--- config.mk ---
export PLATFORM = sky130hd
export DESIGN_NAME = kernel_launch_ctrl
export DESIGN_NICKNAME = d
export VERILOG_FILES = /design/src/rtl/kernel_launch_ctrl.sv
export SDC_FILE = /design/constraint.sdc
export NUM_CORES = 1
export LEC_CHECK = 0
export CAP_MARGIN = 20
export CORE_MARGIN = 2
export CORE_UTILIZATION = 51
export DETAILED_ROUTE_END_ITERATION = 8
export PLACE_DENSITY = 0.8
export SLEW_MARGIN = 10
export SYNTH_ARGS = -nofsm -noshare
export SYNTH_HDL_FRONTEND = slang
export SYNTH_SLANG_ARGS = --single-unit
--- constraint.sdc ---
create_clock -name clk -period 2.3 [get_ports clk]
set_clock_uncertainty 0.2 [all_clocks]
set_input_delay 0.575 -clock clk [delete_from_list [all_inputs] [get_ports clk]]
set_output_delay 0.575 -clock clk [all_outputs]
set_load 0.02 [all_outputs]
--- src/rtl/kernel_launch_ctrl.sv ---
// kernel_launch_ctrl
// Host-facing launch controller placed directly in front of the block dispatcher.
// The host programs a kernel thread count and issues launch / abort / clear_status
// commands through a four-entry register file. The controller then sequences the
// dispatcher: a reset phase (CLEAR), a level start held until the dispatcher reports
// done (RUN), a one-cycle completion phase that raises the interrupt (COMPLETE), or an
// abort phase that holds the dispatcher in reset before returning to IDLE (ABORT).
// A saturating counter records how many cycles the kernel spent in CLEAR and RUN.
//
// Register map (byte wide):
//   0 THREAD_COUNT  read/write, writes ignored while busy
//   1 CONTROL       write-only command strobes: [0] launch [1] abort [2] clear_status
//   2 STATUS        [0] busy [1] done [2] aborted [3] err_busy_write [4] err_zero_threads
//   3 CYCLES        low byte of the kernel cycle counter

module kernel_launch_ctrl #(
  parameter int THREAD_COUNT_BITS = 8,
  parameter int CYCLE_COUNT_BITS  = 32,
  parameter int RESET_CYCLES      = 2
) (
  input  logic                         clk,
  input  logic                         reset,
  input  logic                         reg_write_en,
  input  logic                         reg_read_en,
  input  logic [1:0]                   reg_addr,
  input  logic [7:0]                   reg_write_data,
  output logic [7:0]                   reg_read_data,
  output logic                         reg_read_valid,
  output logic [THREAD_COUNT_BITS-1:0] thread_count,
  output logic                         dispatch_reset,
  output logic                         dispatch_start,
  input  logic                         dispatch_done,
  output logic                         busy,
  output logic                         irq,
  output logic [CYCLE_COUNT_BITS-1:0]  cycle_count
);

  // Register addresses
  localparam logic [1:0] ADDR_THREAD_COUNT = 2'd0;
  localparam logic [1:0] ADDR_CONTROL      = 2'd1;
  localparam logic [1:0] ADDR_STATUS       = 2'd2;
  localparam logic [1:0] ADDR_CYCLES       = 2'd3;

  // CONTROL command bit positions
  localparam int CTRL_LAUNCH = 0;
  localparam int CTRL_ABORT  = 1;
  localparam int CTRL_CLEAR  = 2;

  // Phase counter for the CLEAR and ABORT reset windows: counts 0 .. RESET_CYCLES-1
  localparam int              RC_W    = (RESET_CYCLES > 1) ? $clog2(RESET_CYCLES) : 1;
  localparam logic [RC_W-1:0] RC_LAST = RC_W'(RESET_CYCLES - 1);

  typedef enum logic [2:0] {
    ST_IDLE,
    ST_CLEAR,
    ST_RUN,
    ST_COMPLETE,
    ST_ABORT
  } state_t;

  state_t                        state_q, state_d;
  logic [RC_W-1:0]               rst_cnt_q, rst_cnt_d;

  logic [THREAD_COUNT_BITS-1:0]  thread_count_q;
  logic [CYCLE_COUNT_BITS-1:0]   cycle_count_q;
  logic                          dispatch_reset_q, dispatch_start_q, busy_q, irq_q;
  logic                          done_q, aborted_q, err_busy_q, err_zero_q;
  logic [7:0]                    read_data_q;
  logic                          read_valid_q;

  // Next-cycle values of the state-derived dispatcher outputs
  logic                          dispatch_reset_d, dispatch_start_d, busy_d, irq_d;

  // Decoded host commands for this cycle
  logic wr_thread_count, wr_control;
  logic cmd_launch, cmd_abort, cmd_clear;
  logic busy_now, thread_count_nonzero;
  logic launch_ok, launch_zero, busy_violation;
  logic enter_complete, enter_abort;
  logic [7:0] status_byte, read_mux;

  assign wr_thread_count      = reg_write_en && (reg_addr == ADDR_THREAD_COUNT);
  assign wr_control           = reg_write_en && (reg_addr == ADDR_CONTROL);
  assign cmd_launch           = wr_control && reg_write_data[CTRL_LAUNCH];
  assign cmd_abort            = wr_control && reg_write_data[CTRL_ABORT];
  assign cmd_clear            = wr_control && reg_write_data[CTRL_CLEAR];
  assign busy_now             = (state_q == ST_CLEAR) || (state_q == ST_RUN) ||
                                (state_q == ST_ABORT);
  assign thread_count_nonzero = (thread_count_q != '0);

  // A launch only counts in IDLE and only when abort is not set in the same write;
  // launch+abort together in IDLE is a no-op.
  assign launch_ok      = (state_q == ST_IDLE) && cmd_launch && !cmd_abort &&  thread_count_nonzero;
  assign launch_zero    = (state_q == ST_IDLE) && cmd_launch && !cmd_abort && !thread_count_nonzero;
  assign busy_violation = busy_now && (wr_thread_count || cmd_launch);

  // Completion beats a simultaneous abort in RUN.
  assign enter_complete = (state_q == ST_RUN) && dispatch_done;
  assign enter_abort    = ((state_q == ST_CLEAR) || (state_q == ST_RUN)) &&
                          cmd_abort && !enter_complete;

  // Next-state logic and next values of the registered dispatcher outputs
  always_comb begin
    // NOTE: every signal written here gets a default first, so no path can infer a latch.
    state_d   = state_q;
    rst_cnt_d = rst_cnt_q;
    unique case (state_q)
      ST_IDLE: begin
        if (launch_ok) begin
          state_d   = ST_CLEAR;
          rst_cnt_d = '0;
        end
      end
      ST_CLEAR: begin
        if (enter_abort) begin
          state_d   = ST_ABORT;
          rst_cnt_d = '0;
        end else if (rst_cnt_q == RC_LAST) begin
          state_d   = ST_RUN;
        end else begin
          rst_cnt_d = rst_cnt_q + RC_W'(1);
        end
      end
      ST_RUN: begin
        if (enter_complete) begin
          state_d   = ST_COMPLETE;
        end else if (enter_abort) begin
          state_d   = ST_ABORT;
          rst_cnt_d = '0;
        end
      end
      ST_COMPLETE: begin
        state_d = ST_IDLE;
      end
      ST_ABORT: begin
        if (rst_cnt_q == RC_LAST) begin
          state_d = ST_IDLE;
        end else begin
          rst_cnt_d = rst_cnt_q + RC_W'(1);
        end
      end
      default: begin
        state_d   = ST_IDLE;
        rst_cnt_d = '0;
      end
    endcase

    dispatch_reset_d = (state_d == ST_CLEAR) || (state_d == ST_ABORT);
    dispatch_start_d = (state_d == ST_RUN);
    busy_d           = (state_d == ST_CLEAR) || (state_d == ST_RUN) || (state_d == ST_ABORT);
    irq_d            = (state_d == ST_COMPLETE);
  end

  // State register and reset-window counter
  always_ff @(posedge clk or negedge reset) begin
    if (!reset) begin
      state_q   <= ST_IDLE;
      rst_cnt_q <= '0;
    end else begin
      // NOTE: sequential state uses non-blocking assignments so every flop samples pre-edge values.
      state_q   <= state_d;
      rst_cnt_q <= rst_cnt_d;
    end
  end

  // Registered dispatcher controls; dispatch_reset is held high while in reset so the
  // dispatcher stays quiesced, and drops on the first clock after release.
  always_ff @(posedge clk or negedge reset) begin
    if (!reset) begin
      dispatch_reset_q <= 1'b1;
      dispatch_start_q <= 1'b0;
      busy_q           <= 1'b0;
      irq_q            <= 1'b0;
    end else begin
      dispatch_reset_q <= dispatch_reset_d;
      dispatch_start_q <= dispatch_start_d;
      busy_q           <= busy_d;
      irq_q            <= irq_d;
    end
  end

  // Thread count register: host writable only while the controller is not busy
  always_ff @(posedge clk or negedge reset) begin
    if (!reset) begin
      thread_count_q <= '0;
    end else if (wr_thread_count && !busy_now) begin
      thread_count_q <= THREAD_COUNT_BITS'(reg_write_data);
    end
  end

  // Sticky status flags: clear_status and a successful launch clear, events set; a set
  // arriving in the same cycle as a clear wins so no event is lost.
  always_ff @(posedge clk or negedge reset) begin
    if (!reset) begin
      done_q     <= 1'b0;
      aborted_q  <= 1'b0;
      err_busy_q <= 1'b0;
      err_zero_q <= 1'b0;
    end else begin
      if (cmd_clear) begin
        done_q     <= 1'b0;
        aborted_q  <= 1'b0;
        err_busy_q <= 1'b0;
        err_zero_q <= 1'b0;
      end
      if (launch_ok) begin
        done_q    <= 1'b0;
        aborted_q <= 1'b0;
      end
      if (enter_complete) begin
        done_q <= 1'b1;
      end
      if (enter_abort) begin
        aborted_q <= 1'b1;
      end
      if (busy_violation) begin
        err_busy_q <= 1'b1;
      end
      if (launch_zero) begin
        err_zero_q <= 1'b1;
      end
    end
  end

  // Kernel cycle counter: restarts on launch, counts CLEAR and RUN cycles, saturates
  always_ff @(posedge clk or negedge reset) begin
    if (!reset) begin
      cycle_count_q <= '0;
    end else if (launch_ok) begin
      cycle_count_q <= '0;
    end else if (((state_q == ST_CLEAR) || (state_q == ST_RUN)) && (cycle_count_q != '1)) begin
      cycle_count_q <= cycle_count_q + CYCLE_COUNT_BITS'(1);
    end
  end

  assign status_byte = {3'b000, err_zero_q, err_busy_q, aborted_q, done_q, busy_q};

  // Read multiplexer; it sees pre-write register values, so a read and write to the
  // same address in one cycle return the old contents.
  always_comb begin
    read_mux = '0;
    unique case (reg_addr)
      ADDR_THREAD_COUNT: read_mux = 8'(thread_count_q);
      ADDR_CONTROL:      read_mux = '0;
      ADDR_STATUS:       read_mux = status_byte;
      ADDR_CYCLES:       read_mux = 8'(cycle_count_q);
      default:           read_mux = '0;
    endcase
  end

  // Host read port with one cycle of latency
  always_ff @(posedge clk or negedge reset) begin
    if (!reset) begin
      read_data_q  <= '0;
      read_valid_q <= 1'b0;
    end else begin
      read_valid_q <= reg_read_en;
      if (reg_read_en) begin
        read_data_q <= read_mux;
      end
    end
  end

  assign reg_read_data  = read_data_q;
  assign reg_read_valid = read_valid_q;
  assign thread_count   = thread_count_q;
  assign dispatch_reset = dispatch_reset_q;
  assign dispatch_start = dispatch_start_q;
  assign busy           = busy_q;
  assign irq            = irq_q;
  assign cycle_count    = cycle_count_q;

endmodule
== Word level (Yosys, flattened, before mapping) ==
Index checks and enable logic that the tools add are counted.
Word-level totals
  register bits after elaboration: 61
  bits of input ports: 15
  output and inout bits: 53
Operators by class
  mux-type cells: 22
  equal/unequal tests: 15
  bitwise gates (word level): 1
  reduce and logical (&&, ||, !) cells: 34
  $add $sub $neg: 2
Operator list (count)
  2-to-1 mux 32 bit: 2
  adder 32 x 1 -> 32 bit, second input constant: 1
  inequality test 32 bit, second input constant: 1
  one-hot mux 8 bit (4 select lines): 1
  2-to-1 mux 3 bit: 6
  logical AND 1 bit: 15
  equality test 3 x 2 -> 1 bit, second input constant: 4
  one-hot mux 3 bit (4 select lines): 1
  2-to-1 mux 1 bit: 11
  nonzero test 8 bit: 1
  equality test 3 x 1 -> 1 bit, second input constant: 2
  equality test 3 bit, second input constant: 2
  logical OR 1 bit: 6
  inequality test 2 bit, second input constant: 3
  nonzero test 2 bit: 3
  nonzero test 3 bit: 2
  one-hot mux 1 bit (5 select lines): 1
  equality test 2 bit, second input constant: 2
  logical NOT 1 bit: 4
  AND reduction 4 bit: 1
  logical NOT 3 bit: 1
  equality test 2 x 1 -> 1 bit, second input constant: 1
  logical NOT 2 bit: 1
  adder 1 bit, second input constant: 1
  inverter 1 bit: 1

== Depth between registers and ports, before layout ==
Gate-level depths: netlist of run 1.
  word-level depth: 11
  depth in mapped cells: 8

== Least setup slack after synthesis of run 1 ==
OpenSTA, ideal clock, no wires.
  path kind: in2reg
  from: input reg_addr[1]
  to: register cycle_count_q[14], in the netlist cycle_count[14]
  data arrival time: 1913 ps
  stages on the path: 7
  setup time: 139 ps
  slack: 48 ps
  data required time: 1961 ps
  cells stage by stage: clkbuf_1 and3b_1 and4_1 and2_1 buf_2 clkbuf_1 a21oi_1
On the way
  word-level cells in the longest chain between the ends: 7
Ends and longest elaborated chain
  from (decl): RTL line 25  | input logic [1:0] reg_addr,
  equality test 2 x 1 -> 1 bit *: RTL line 83  | assign wr_control = reg_write_en && (reg_addr == ADDR_CONTROL);
  logical AND 1 bit *: RTL line 83
  logical AND 1 bit, on equally long branches: RTL line 84, 85
  logical AND 1 bit / logical NOT 1 bit (equally long branches): RTL line 93  | assign launch_ok = (state_q == ST_IDLE) && cmd_launch && !cmd_abort && thread_count_nonzero;
  logical AND 1 bit * (2 in a row): RTL line 93
  2-to-1 mux 32 bit / nonzero test 2 bit (equally long branches)
  to (signal assigned): RTL line 232  | cycle_count_q <= cycle_count_q + CYCLE_COUNT_BITS'(1);
  to (decl): RTL line 65  | logic [CYCLE_COUNT_BITS-1:0] cycle_count_q;
Mark *: on every way between the ends. The rest lies on a longest branch, timed or not.
A chain may end at the register's enable or synchronous reset.

== Worst setup path in the final report of run 1 ==
  from: register cycle_count_q[22], in the netlist cycle_count[22]
  to: output cycle_count[22]
RTL lines
  to (decl): RTL line 35  | output logic [CYCLE_COUNT_BITS-1:0] cycle_count
No word-level cell between the ends.

==> impl_metrics.py, run 1 <==
metrics = {
    "setup_path": {
        "ff2ff_path_depth": 4,
        "cp_cell_sequence": "buf_4 -> clkdlybuf4s50_1",
        "path_buf_inv": 2,
        "cp.required_ps": 1520,
        "crit_end": "cycle_count[22]",
        "start_kind": "flop",
        "crit_start": "cycle_count[22]$_DFFE_PN0P_",
        "crit_path_max_incr_delay_ps": 600,
        "crit_fanout": 6,
        "r2r_slack_ps": 110,
        "crit_arrival_ps": 1480,
        "r2r-end": "thread_count[2]$_DFFE_PN0P_",
        "crit_cells": 2,
        "endpoint_kind": "output pin",
        "critPathTopFamily": "buffers and inverters",
        "timing.rr.start": "state_q[2]$_DFF_PN0_",
        "critPathKind": "reg2out",
        "slowest_stage": "clkdlybuf4s50_1",
    },
    "power": {
        "powerDensity_mw_per_mm2": 1340,
        "irDropWorstVdd_mv": 0.831,
        "cellLeakagePower_nw": 1.85,
    },
    "yosys": {
        "yosysMostFrequentCell": "dfrtp_1",
        "yosys_most_used_dff": "dfrtp_1",
        "synthDistinctLibCells": 51,
        "async_flop_share_pct": 100,
        "yosys-top-cells-area": "dfrtp_1, mux2_2, a21oi_1, nand2_1, o21ai_0",
        "seq_area_frac_synth_pct": 48.1,
        "syn-num-nets": 334,
        "yosys_register_bits": 61,
        "syn-instance-count": 318,
        "ys_warn_count": 0,
        "syn_area_per_cell_sq_um": 9.99,
        "yosysTopAreaCell": "dfrtp_1",
        "yosys.area.top_type_share_pct": 47.3,
        "synth_edf_count": 0,
        "synthTopCellsByCount": "dfrtp_1, nand2_1, a21oi_1",
        "synth_area_sq_mm": 0.00318,
    },
    "drt": {
        "post_drt_wl_per_cell_um": 16.5,
        "viasPerCell": 5.95,
        "route.detailed.drc": 0,
        "drtAntennaViolNets": 0,
        "vias": 3003,
        "drt-total-wl_um": 8350,
        "dr.pass1.iters": 4,
        "drtIter0Drc": 170,
    },
    "floorplanning": {
        "design.core.area_sq_mm": 0.00596,
        "start_util_pct": 53.3,
        "chipHeight_um": 82.9,
        "rows": 28,
        "ios": 68,
        "die_area_sq_mm": 0.00688,
        "fp.dieW_um": 82.9,
    },
    "sta": {
        "setup_viol_count_final": 0,
        "rsz0062_at_grt": "no",
        "worst_pin_slew_ps": 553,
        "hold_slack_ps": 291,
        "min_period_over_period_pct": 98.1,
        "fin_ws_ps": 44.5,
        "slew_violations": 0,
        "clock.fmax_ghz": 0.443,
        "hold_violations": 0,
        "timing.final.crit_period_ps": 2260,
        "relSlewSlack_pct": 63.0,
    },
    "finish": {
        "fin_util_pct": 74.6,
        "antenna_cells": 0,
        "areaGrowthSynthToFinish_pct": 39.9,
        "stdcell_count": 505,
        "nFillCells": 437,
        "regArea_sq_mm": 0.00153,
        "multi_input_area_sq_mm": 0.00155,
        "final_layout_size_suffix_gt1_share_pct": 23.5,
        "layout.nets": 441,
    },
    "place": {
        "place_congestion": 0.905,
        "dp_worst_setup_slack_ps": -227,
        "hpwlAfterDp_um": 6110,
        "dp_cells": 485,
        "io_buffers": 67,
    },
    "global_routing": {
        "grt_max_degree": 45,
        "grt_overflow": 0,
        "grt_pass1_wl_um": 14400,
        "grt_pass1_vias": 3040,
        "antenna_found_initial": 0,
        "grt_usage_pct": 25.6,
    },
    "cts": {
        "cts_buffers": 9,
        "clock-sinks": 61,
        "cts_tree": "built",
        "clk_latency_ps": 340,
        "clk_pin_slew_ps": 70,
        "htreeDepth": 3,
        "root_buffer": "clkbuf_8",
        "cts_buffer_depth": 2,
    },
    "run": {
        "drv_cap": 0,
    },
    "hold_path": {
        "hold_class": "reg2reg",
    },
    "outcome": {
        "outcome": "finished, final reports clean",
    },
}
[flip-flops by register name (all words and copies together), names as in the netlist]
name	cells
cycle_count	32
reg_read_data	8
thread_count	8
state_q	3
aborted_q	1
busy	1
dispatch_reset	1
dispatch_start	1
done_q	1
err_busy_q	1
err_zero_q	1
irq	1
reg_read_valid	1
rst_cnt_q	1
[worst reg2reg max path, cell delays in order, from the launching register on]
cell and delay, ps:
dfrtp_1 510, xnor2_1 300, mux2i_1 160, or3b_2 590
mux2_2 320
[logic make-up after synthesis]
family | share of synthesized area, %
XOR/XNOR | 1.65
buffers and inverters | 3.15
multiplexers | 6.18
adder cells (fa/ha/maj) | 0.394
AO/OA/AOI/OAI | 17.2
AND/OR/NAND/NOR | 23.3
flip-flops | 48.1
[worst min path at each step]
| stage | startpoint | to | slack (ps) | depth (start not counted) |
|---|---|---|---|---|
| 4_1_cts | err_zero_q$_DFFE_PN0P_ | err_zero_q$_DFFE_PN0P_ | 290 | 2 |
| 3_3_place_gp | err_zero_q$_DFFE_PN0P_ | err_zero_q$_DFFE_PN0P_ | 270 | 2 |
| 3_5_place_dp | err_zero_q$_DFFE_PN0P_ | err_zero_q$_DFFE_PN0P_ | 280 | 2 |
| 6_report | err_zero_q$_DFFE_PN0P_ | err_zero_q$_DFFE_PN0P_ | 290 | 2 |
| 2_1_floorplan | reset | aborted_q$_DFFE_PN0P_ | 80 | 0 |
| 5_1_grt | err_zero_q$_DFFE_PN0P_ | err_zero_q$_DFFE_PN0P_ | 340 | 2 |
[repair_timing]
item                                   in CTS  in global routing
endpoints found under the hold margin      17                  0
pin swaps                                   0                  2
hold buffers                                1                  0
gates resized for setup                     1                  7
setup endpoints to repair                   1                 14
buffers inserted                            0                  3
[per-layer routing]
metal	vias up	GRT usage, %	part of all wire, %
li1	1406	-	-
met1	1474	32.9	42
met2	105	43.0	51
met3	18	4.47	5.7
met4	0	10.6	1.9
met5	-	0	0
[area by class of cell]
cell class              count  area share, %
multi-input cells         236           34.9
flip-flops and latches     61           34.4
repair buffers            113           23.2
clock buffers               9           2.79
clock inverters             7           2.22
well taps                  75           2.11
inverters                   4          0.338
[metrics by stage]
step / power [W] / area (sq um) / TNS (ps)
detailed placement: 0.00489 / 4180 / -3720
global placement: 0.00478 / 4180 / -2140
finish: 0.00596 / 4450 / 0
floorplan: 0.00337 / 3180 / 0
global route: 0.00631 / 4450 / 0
CTS: 0.00597 / 4410 / 0
[cells in the final DEF (no fill, tap or decap), types with 3 or more instances in the layout]
cell type / n
or3_1: 7
and2_1: 6
o21ai_1: 4
nand3_1: 13
or3_2: 6
nor2b_1: 3
o31ai_1: 10
o21ai_0: 16
nor4_1: 3
nand2_1: 31
buf_4: 44
mux2_2: 13
inv_1: 4
a21oi_2: 6
nor2_1: 20
dfrtp_1: 59
xor2_1: 4
a21oi_1: 24
clkdlybuf4s50_1: 62
or4_1: 8
clkbuf_8: 9
and4_1: 5
and3_1: 3
a22oi_1: 8
and4_2: 3
o211ai_1: 6
mux2i_1: 5
nand4_1: 7
dlymetal6s2s_1: 3
[report_power, final]
part	total (W)	internal [W]	switching, W
sequential	0.00198	0.00153	0.000446
clock	0.00107	0.000615	0.000454
combinational	0.00291	0.00141	0.00150
total	0.00596	0.00356	0.00240
Note: power is estimated with default switching activity, not from simulation.
==> inputs of run 2 (changes only) <==
- HOLD_SLACK_MARGIN: default -> 0.15
==> results of run 2 <==
No change in the layout: final DEF, timing and power equal those of run 1.
